### src/rtl/pe_writeback_buffer.sv
// Tags PE array results with the destination register captured at issue and drains them
// in order through a small FIFO with credit-based issue backpressure. Option: WB_ZERO_FLAG_EN.
module pe_writeback_buffer #(
  parameter int PE_COUNT   = 4,
  parameter int DATA_WIDTH = 32,
  parameter int DEPTH      = 4,
  parameter int ADDR_WIDTH = 5
) (
  input  logic                           clk,
  input  logic                           rstn,
  input  logic                           flush,
  input  logic                           issue_valid,
  input  logic [ADDR_WIDTH-1:0]          issue_rd,
  output logic                           issue_ready,
  input  logic [PE_COUNT*DATA_WIDTH-1:0] pe_out,
  output logic                           wb_valid,
  input  logic                           wb_ready,
  output logic [ADDR_WIDTH-1:0]          wb_rd,
  output logic [PE_COUNT*DATA_WIDTH-1:0] wb_data,
  output logic [$clog2(DEPTH):0]         count,
`ifdef WB_ZERO_FLAG_EN
  output logic [PE_COUNT-1:0]            wb_zero,
`endif
  output logic                           overflow_err
);

  localparam int VW = PE_COUNT * DATA_WIDTH;
  localparam int AW = $clog2(DEPTH);
  localparam int CW = AW + 1;

  logic                  tag_valid;
  logic [ADDR_WIDTH-1:0] tag_rd;
  logic [AW-1:0]         wr_ptr;
  logic [AW-1:0]         rd_ptr;
  logic                  push;
  logic                  pop;
  logic [CW:0]           occupancy;

  logic [ADDR_WIDTH-1:0] mem_rd   [DEPTH];
  logic [VW-1:0]         mem_data [DEPTH];

  // Credit counts the in-flight tag as already occupying a slot, so the push that
  // follows an accepted issue always finds room; no path from wb_ready.
  always_comb begin
    occupancy   = {1'b0, count} + (CW+1)'(tag_valid);
    issue_ready = occupancy < (CW+1)'(DEPTH);
    wb_valid    = (count != '0);
    pop         = wb_valid && wb_ready && !flush;
    push        = tag_valid && !flush && ((count != CW'(DEPTH)) || pop);
    wb_rd       = wb_valid ? mem_rd[rd_ptr]   : '0;
    wb_data     = wb_valid ? mem_data[rd_ptr] : '0;
  end

  // NOTE: sequential state uses non-blocking assignments so every register samples
  // pre-edge values; blocking here would create order-dependent simulation races.
  always_ff @(posedge clk or negedge rstn) begin
    if (!rstn) begin
      tag_valid    <= 1'b0;
      tag_rd       <= '0;
      wr_ptr       <= '0;
      rd_ptr       <= '0;
      count        <= '0;
      overflow_err <= 1'b0;
    end else begin
      tag_rd <= issue_rd;
      if (issue_valid && !issue_ready) overflow_err <= 1'b1;
      if (flush) begin
        tag_valid <= 1'b0;
        wr_ptr    <= '0;
        rd_ptr    <= '0;
        count     <= '0;
      end else begin
        tag_valid <= issue_valid && issue_ready;
        if (push) wr_ptr <= wr_ptr + AW'(1);
        if (pop)  rd_ptr <= rd_ptr + AW'(1);
        case ({push, pop})
          2'b10:   count <= count + CW'(1);
          2'b01:   count <= count - CW'(1);
          default: count <= count;
        endcase
      end
    end
  end

  // NOTE: the entry storage has no reset; validity is carried by count, and the
  // outputs are gated by wb_valid so stale contents never reach the register file.
  always_ff @(posedge clk) begin
    if (push) begin
      mem_rd[wr_ptr]   <= tag_rd;
      mem_data[wr_ptr] <= pe_out;
    end
  end

`ifdef WB_ZERO_FLAG_EN
  logic [PE_COUNT-1:0] mem_zero [DEPTH];
  logic [PE_COUNT-1:0] pe_zero;

  always_comb begin
    pe_zero = '0;
    for (int i = 0; i < PE_COUNT; i++)
      pe_zero[i] = (pe_out[i*DATA_WIDTH +: DATA_WIDTH] == '0);
    wb_zero = wb_valid ? mem_zero[rd_ptr] : '0;
  end

  always_ff @(posedge clk) begin
    if (push) mem_zero[wr_ptr] <= pe_zero;
  end
`endif

endmodule

### config.mk
export PLATFORM = sky130hd
export DESIGN_NAME = pe_writeback_buffer
export DESIGN_NICKNAME = d
export VERILOG_FILES = /design/src/rtl/pe_writeback_buffer.sv
export SDC_FILE = /design/constraint.sdc
export NUM_CORES = 1
export LEC_CHECK = 0
export BUFFER_PORTS_ARGS = -buffer_cell sky130_fd_sc_hd__buf_2
export CAP_MARGIN = 0
export CORE_MARGIN = 3
export CORE_UTILIZATION = 52
export DETAILED_ROUTE_END_ITERATION = 8
export GPL_TIMING_DRIVEN = 0
export PLACE_DENSITY = 0.77
export SYNTH_ARGS = -nofsm -noshare
export SYNTH_HDL_FRONTEND = slang
export SYNTH_SLANG_ARGS = --single-unit
### constraint.sdc
create_clock -name clk -period 4.1 [get_ports clk]
set_input_delay 0.41 -clock clk [delete_from_list [all_inputs] [get_ports clk]]
set_output_delay 0.41 -clock clk [all_outputs]
set_load 0.005 [all_outputs]
# Yosys cells after proc, flatten, opt, wreduce, memory -nomap -nowiden
# Memories as Yosys holds them, arrays and structs flattened.
# Cells that the tools add are included.
# Widths: inputs -> output; s select.
[word_totals]
register_bits = 14
ramBits = 532
in_bits = 138
out_inout_bits = 139
memories = 2
[op_classes]
n_addsub = 5
order_cmp = 1
eq_ne = 3
mux = 11
n_reduce_logical = 13
[mem_list]
columns = ["memory", "depth", "width", "rd", "rd_clocked_by_memory_dff", "wr", "line", "text"]
rows = [
  ["mem_data", 4, 128, 1, 0, 1, "40", "logic [VW-1:0] mem_data [DEPTH];"],
  ["mem_rd", 4, 5, 1, 0, 1, "39", "logic [ADDR_WIDTH-1:0] mem_rd [DEPTH];"],
]
[ops]
columns = ["operator", "count"]
rows = [
  ["$mux 128", 1],
  ["$mux 2", 4],
  ["$logic_and 1x1->1", 6],
  ["$pmux 3 s2", 1],
  ["$reduce_bool 3->1", 2],
  ["$mux 5", 1],
  ["$add 2x1->2 const B", 2],
  ["$add 3x1->4", 1],
  ["$lt 4x3->1 const B", 1],
  ["$reduce_bool 2->1", 2],
  ["$add 3x1->3 const B", 1],
  ["$mux 1", 3],
  ["$mux 3", 1],
  ["$ne 3x3->1 const B", 1],
  ["$sub 3x1->3 const B", 1],
  ["$eq 2x1->1 const B", 1],
  ["$eq 2x2->1 const B", 1],
  ["$logic_not 1->1", 2],
  ["$logic_or 1x1->1", 1],
]

# Depth between registers and ports, before layout
[logic_depth]
ltp_word = 8
mapped_depth = 7

# Least setup slack after synthesis
# Ideal clock, no wire load.
[synth_path]
kind = "register -> register"
from = "reg count[2]"
to = "mem mem_data[1][0] (netlist name) (enable)"
setup_time_ns = 0.508
t_arrival_ns = 3.995
required_time_ns = 3.592
path_slack_ns = -0.403
path_stages_with_launch = 5
path_buffers = 1
period_less_slack_ns = 4.503
cell_sequence = "dfrtp_1 buf_6 nor4b_1 nor3_1 and2_1"
[synth_between]
elab_chain_cells = 7
[synth_rtl]
columns = ["item", "line", "text"]
rows = [
  ["start, declared", "20", "output logic [$clog2(DEPTH):0] count,"],
  ["start signal, assigned", "77", "2'b10: count <= count + CW'(1);"],
  ["start signal, assigned", "78", "2'b01: count <= count - CW'(1);"],
  ["start signal, assigned", "79", "default: count <= count;"],
  ["$reduce_bool 3->1", "47", "wb_valid = (count != '0);"],
  ["$logic_and 1x1->1 (2 in series)", "48", "pop = wb_valid && wb_ready && !flush;"],
  ["$logic_or 1x1->1 (*)", "49", "push = tag_valid && !flush && ((count != CW'(DEPTH)) || pop);"],
  ["$logic_and 1x1->1 (*)", "49", ""],
  ["$mux 1 (*)", "88", "if (push) begin"],
  ["$mux 1 (implied by the code) (*)", "90", "mem_data[wr_ptr] <= pe_out;"],
  ["end, declared", "40", ""],
]
# Every way passes the cells marked *; elsewhere a longest branch is shown, timed or not.

# Worst setup path in the final report
[layout_path]
from = "reg count[0]"
to = "out wb_data[115]"
[layout_between]
elab_chain_cells = 2
[layout_rtl]
columns = ["item", "line", "text"]
rows = [
  ["$reduce_bool 3->1", "47", ""],
  ["$mux 128", "51", "wb_data = wb_valid ? mem_data[rd_ptr] : '0;"],
  ["end, declared", "19", "output logic [PE_COUNT*DATA_WIDTH-1:0] wb_data,"],
]
# No other way between the ends.

==> results.tsv <==
metric	value	unit
status	finished, final reports clean	
largest net degree at the start of global routing	60	
share of layout cells above drive strength 1	0.406	
Worst-Skew Late Latency	590	ps
Synth Cell Area	20800	sq um
GPL Wtd Cong	0.734	
critical path peak fanout	10	
H-tree Lvls	2	
reg2reg path depth	5	
Final ANT Viol Nets	0	
Sw Ratio	0.201	
Root Driver	clkbuf_16	
synth unique cells	35	
gr usage total	0.199	
fin nets	1403	
Finished Cell Area	24800	sq um
Port Buf Inserts	274	
row cnt	72	
Net Switching	2.34	mW
residual DRC count	0	
Setup crit end kind	output pin	
Pint	9.30	mW
clk buf depth	3	
Mean Syn Cell Area	22.7	sq um
fin crit period	3000	ps
Synth Register Bits	546	
synth warn	0	
Syn-to-layout area delta	19.3	%
Routed WL per cell	22.7	um
clock power share	0.401	
combinational share of power	0.064	
Top Ports	277	
Setup WS post-layout	1100	ps
PD cells	469	nW/um^2
utilization after layout	0.635	
arrival time worst endpoint	2590	ps
Final Hold Fails	0	
most frequent CP cell	buf_2	
worst setup path class	flop to output pin	
drt first pass iters	5	
Mapped Cells	916	
post-route insts no fill	1823	
Max-Cap Viols	0	
HPWL after detailed placement	25800	um
Hold Crit Depth	1	
Mapped Nets	1059	
hold crit path type	input port to flop	
first-pass GRT wire length	63100	um
Clk pin slew, worst setup/hold paths	70	ps
CTS tree	done	
placed cell count	1716	
period utilisation layout	0.732	
FMAX	333	MHz
unrepaired setup endpoints after global routing	false	
Post-DP Area	23100	sq um
CTS Buf Count	52	
via count	10000	
post-place setup slack	1560	ps
top cells by area, synth	edfxtp_1 (77%), mux4_2 (14%), and2_1 (4.1%)	
Crit path largest cell delay	400	ps
area of the die	42400	sq um
post-synthesis sequential area ratio	0.785	
clock sink count	546	
core area	39100	sq um
Detailed Route WL	41500	um
Setup violations, final	0	
skew final	17.6	ps
Least-Margin Pin Slew	679	ps
Slew headroom	0.547	
Slew Limit Fails	0	
crit path cell chain	buf_2, or3_1, buf_2, buf_6, clkbuf_1, and2_1, buf_2	
sequential cell fraction of total power	0.535	
startpoint types	flop	
WP data required	3690	ps
critical path's slowest cell	dfrtp_1	
die width	206	um
vias per inst	5.51	
Yosys top cell area share	0.768	
die height	206	um
area leader, netlist	edfxtp_1	
grt total ovfl	0	
Worst VDD drop	0.405	mV
initial antenna violation count	8	
Final Power	11.6	mW
DRT iter0 DRCs	636	
static leakage	8.61	nW
Initial Util	0.532	
number of global-route vias before repair	10800	
==> critical path, delay by kind of cell, from the launching register on <==
| kind | cells | cell delay (ps) |
|---|---|---|
| flip-flops | 1 | 400 |
| AND/OR/NAND/NOR | 2 | 350 |
| buffers and inverters | 5 | 1270 |
==> cell type report <==
type / instances / area, sq um
fill: 2629 / 14300
antenna: 6 / 15.0
sequential: 546 / 16300
clock buffer: 60 / 1350
inverter: 6 / 22.5
buffer: 51 / 289
clock inverter: 33 / 313
multi-input combinational: 313 / 4180
timing repair buffer: 290 / 1670
tap: 518 / 648
==> worst paths after layout <==
path                                    from         endpoint  slack (ps)
worst min-delay path              pe_out[36]  mem_data[1][36]          40
worst max-delay path                count[0]     wb_data[115]        1100
max in group asynchronous               rstn        tag_rd[0]        3490
worst min register to register  overflow_err     overflow_err         460
worst max register to register      count[0]  mem_data[0][49]        1580
min in group asynchronous               rstn        tag_rd[2]         310
==> layout by cell type (no fill, tap or decap), types with 4 or more instances in the layout <==
master         instances
buf_2                297
bufinv_16              6
inv_1                  6
diode_2                6
dfrtp_1               14
nor2_1                 5
and2_1               133
clkinv_1              12
clkbuf_16             53
clkbuf_1              24
and2_4                 4
dlygate4sd3_1          8
clkinv_2              11
buf_16                 8
mux4_2               133
edfxtp_1             532
buf_6                  9
ha_1                   4
==> per-layer routing <==
metal	vias to the layer above	routed length (um)	track usage
met4	8	735	0.0555
met2	344	21000	0.336
met3	59	3720	0.0575
li1	4436	-	-
met5	-	52	0
met1	5195	15900	0.254
==> synth_stat cells (all sizes together) <==
cell type,number
clkbuf,18
a21oi,3
fa,1
a31o,1
a211oi,1
o2111ai,2
o31ai,1
o21bai,1
edfxtp,532
and2,137
nand2,2
a21o,1
nor2,5
buf,33
mux4,133
o21ai,2
xor2,3
ha,4
nor3b,1
o211ai,1
or2,1
a31oi,1
nand3b,1
or3b,1
o311ai,1
nand3,2
or3,3
nor4b,1
nor3,2
inv,6
dfrtp,14
xnor2,1
==> registers in the layout, indices dropped and copies added, names as in the netlist <==
| register | flops |
|---|---|
| count | 3 |
| mem_data | 512 |
| mem_rd | 20 |
| overflow_err | 1 |
| rd_ptr | 2 |
| tag_rd | 5 |
| tag_valid | 1 |
| wr_ptr | 2 |
==> power by group through the flow <==
stage | clock, mW | combinational (mW) | sequential, mW
after floorplan | 0 | 0.398 | 6.35
after global placement | 0 | 0.722 | 6.35
after detailed placement | 0 | 0.750 | 6.35
after CTS | 4.77 | 0.762 | 6.23
after global routing | 4.98 | 0.817 | 6.23
final | 4.67 | 0.742 | 6.23
==> logic make-up after synthesis <==
logic type | after synthesis | share of synthesized area
muxes | 133 | 0.144
AOI/OAI and AO/OA | 15 | 0.00499
xor gates and xnor gates | 4 | 0.00168
buffers and inverters | 57 | 0.0150
adders and majority gates | 5 | 0.00337
and+or+nand+nor | 156 | 0.0462
DFF | 546 | 0.785
==> metrics by stage <==
| step | setup TNS, ps | hold WS, ps |
|---|---|---|
| 6_report | 0 | 35.6 |
| 5_1_grt | 0 | 20.9 |
| 4_1_cts | 0 | 1.58 |
| 3_5_place_dp | 0 | 368 |
| 3_3_place_gp | -136380 | 371 |
| 2_1_floorplan | 0 | 114 |
==> timing repair <==
action	CTS	global route
setup buffers	0	0
hold buffers	8	0
gates resized for setup	0	0
endpoints found under the hold margin	25	0
Power figures use the tool's default switching activity.
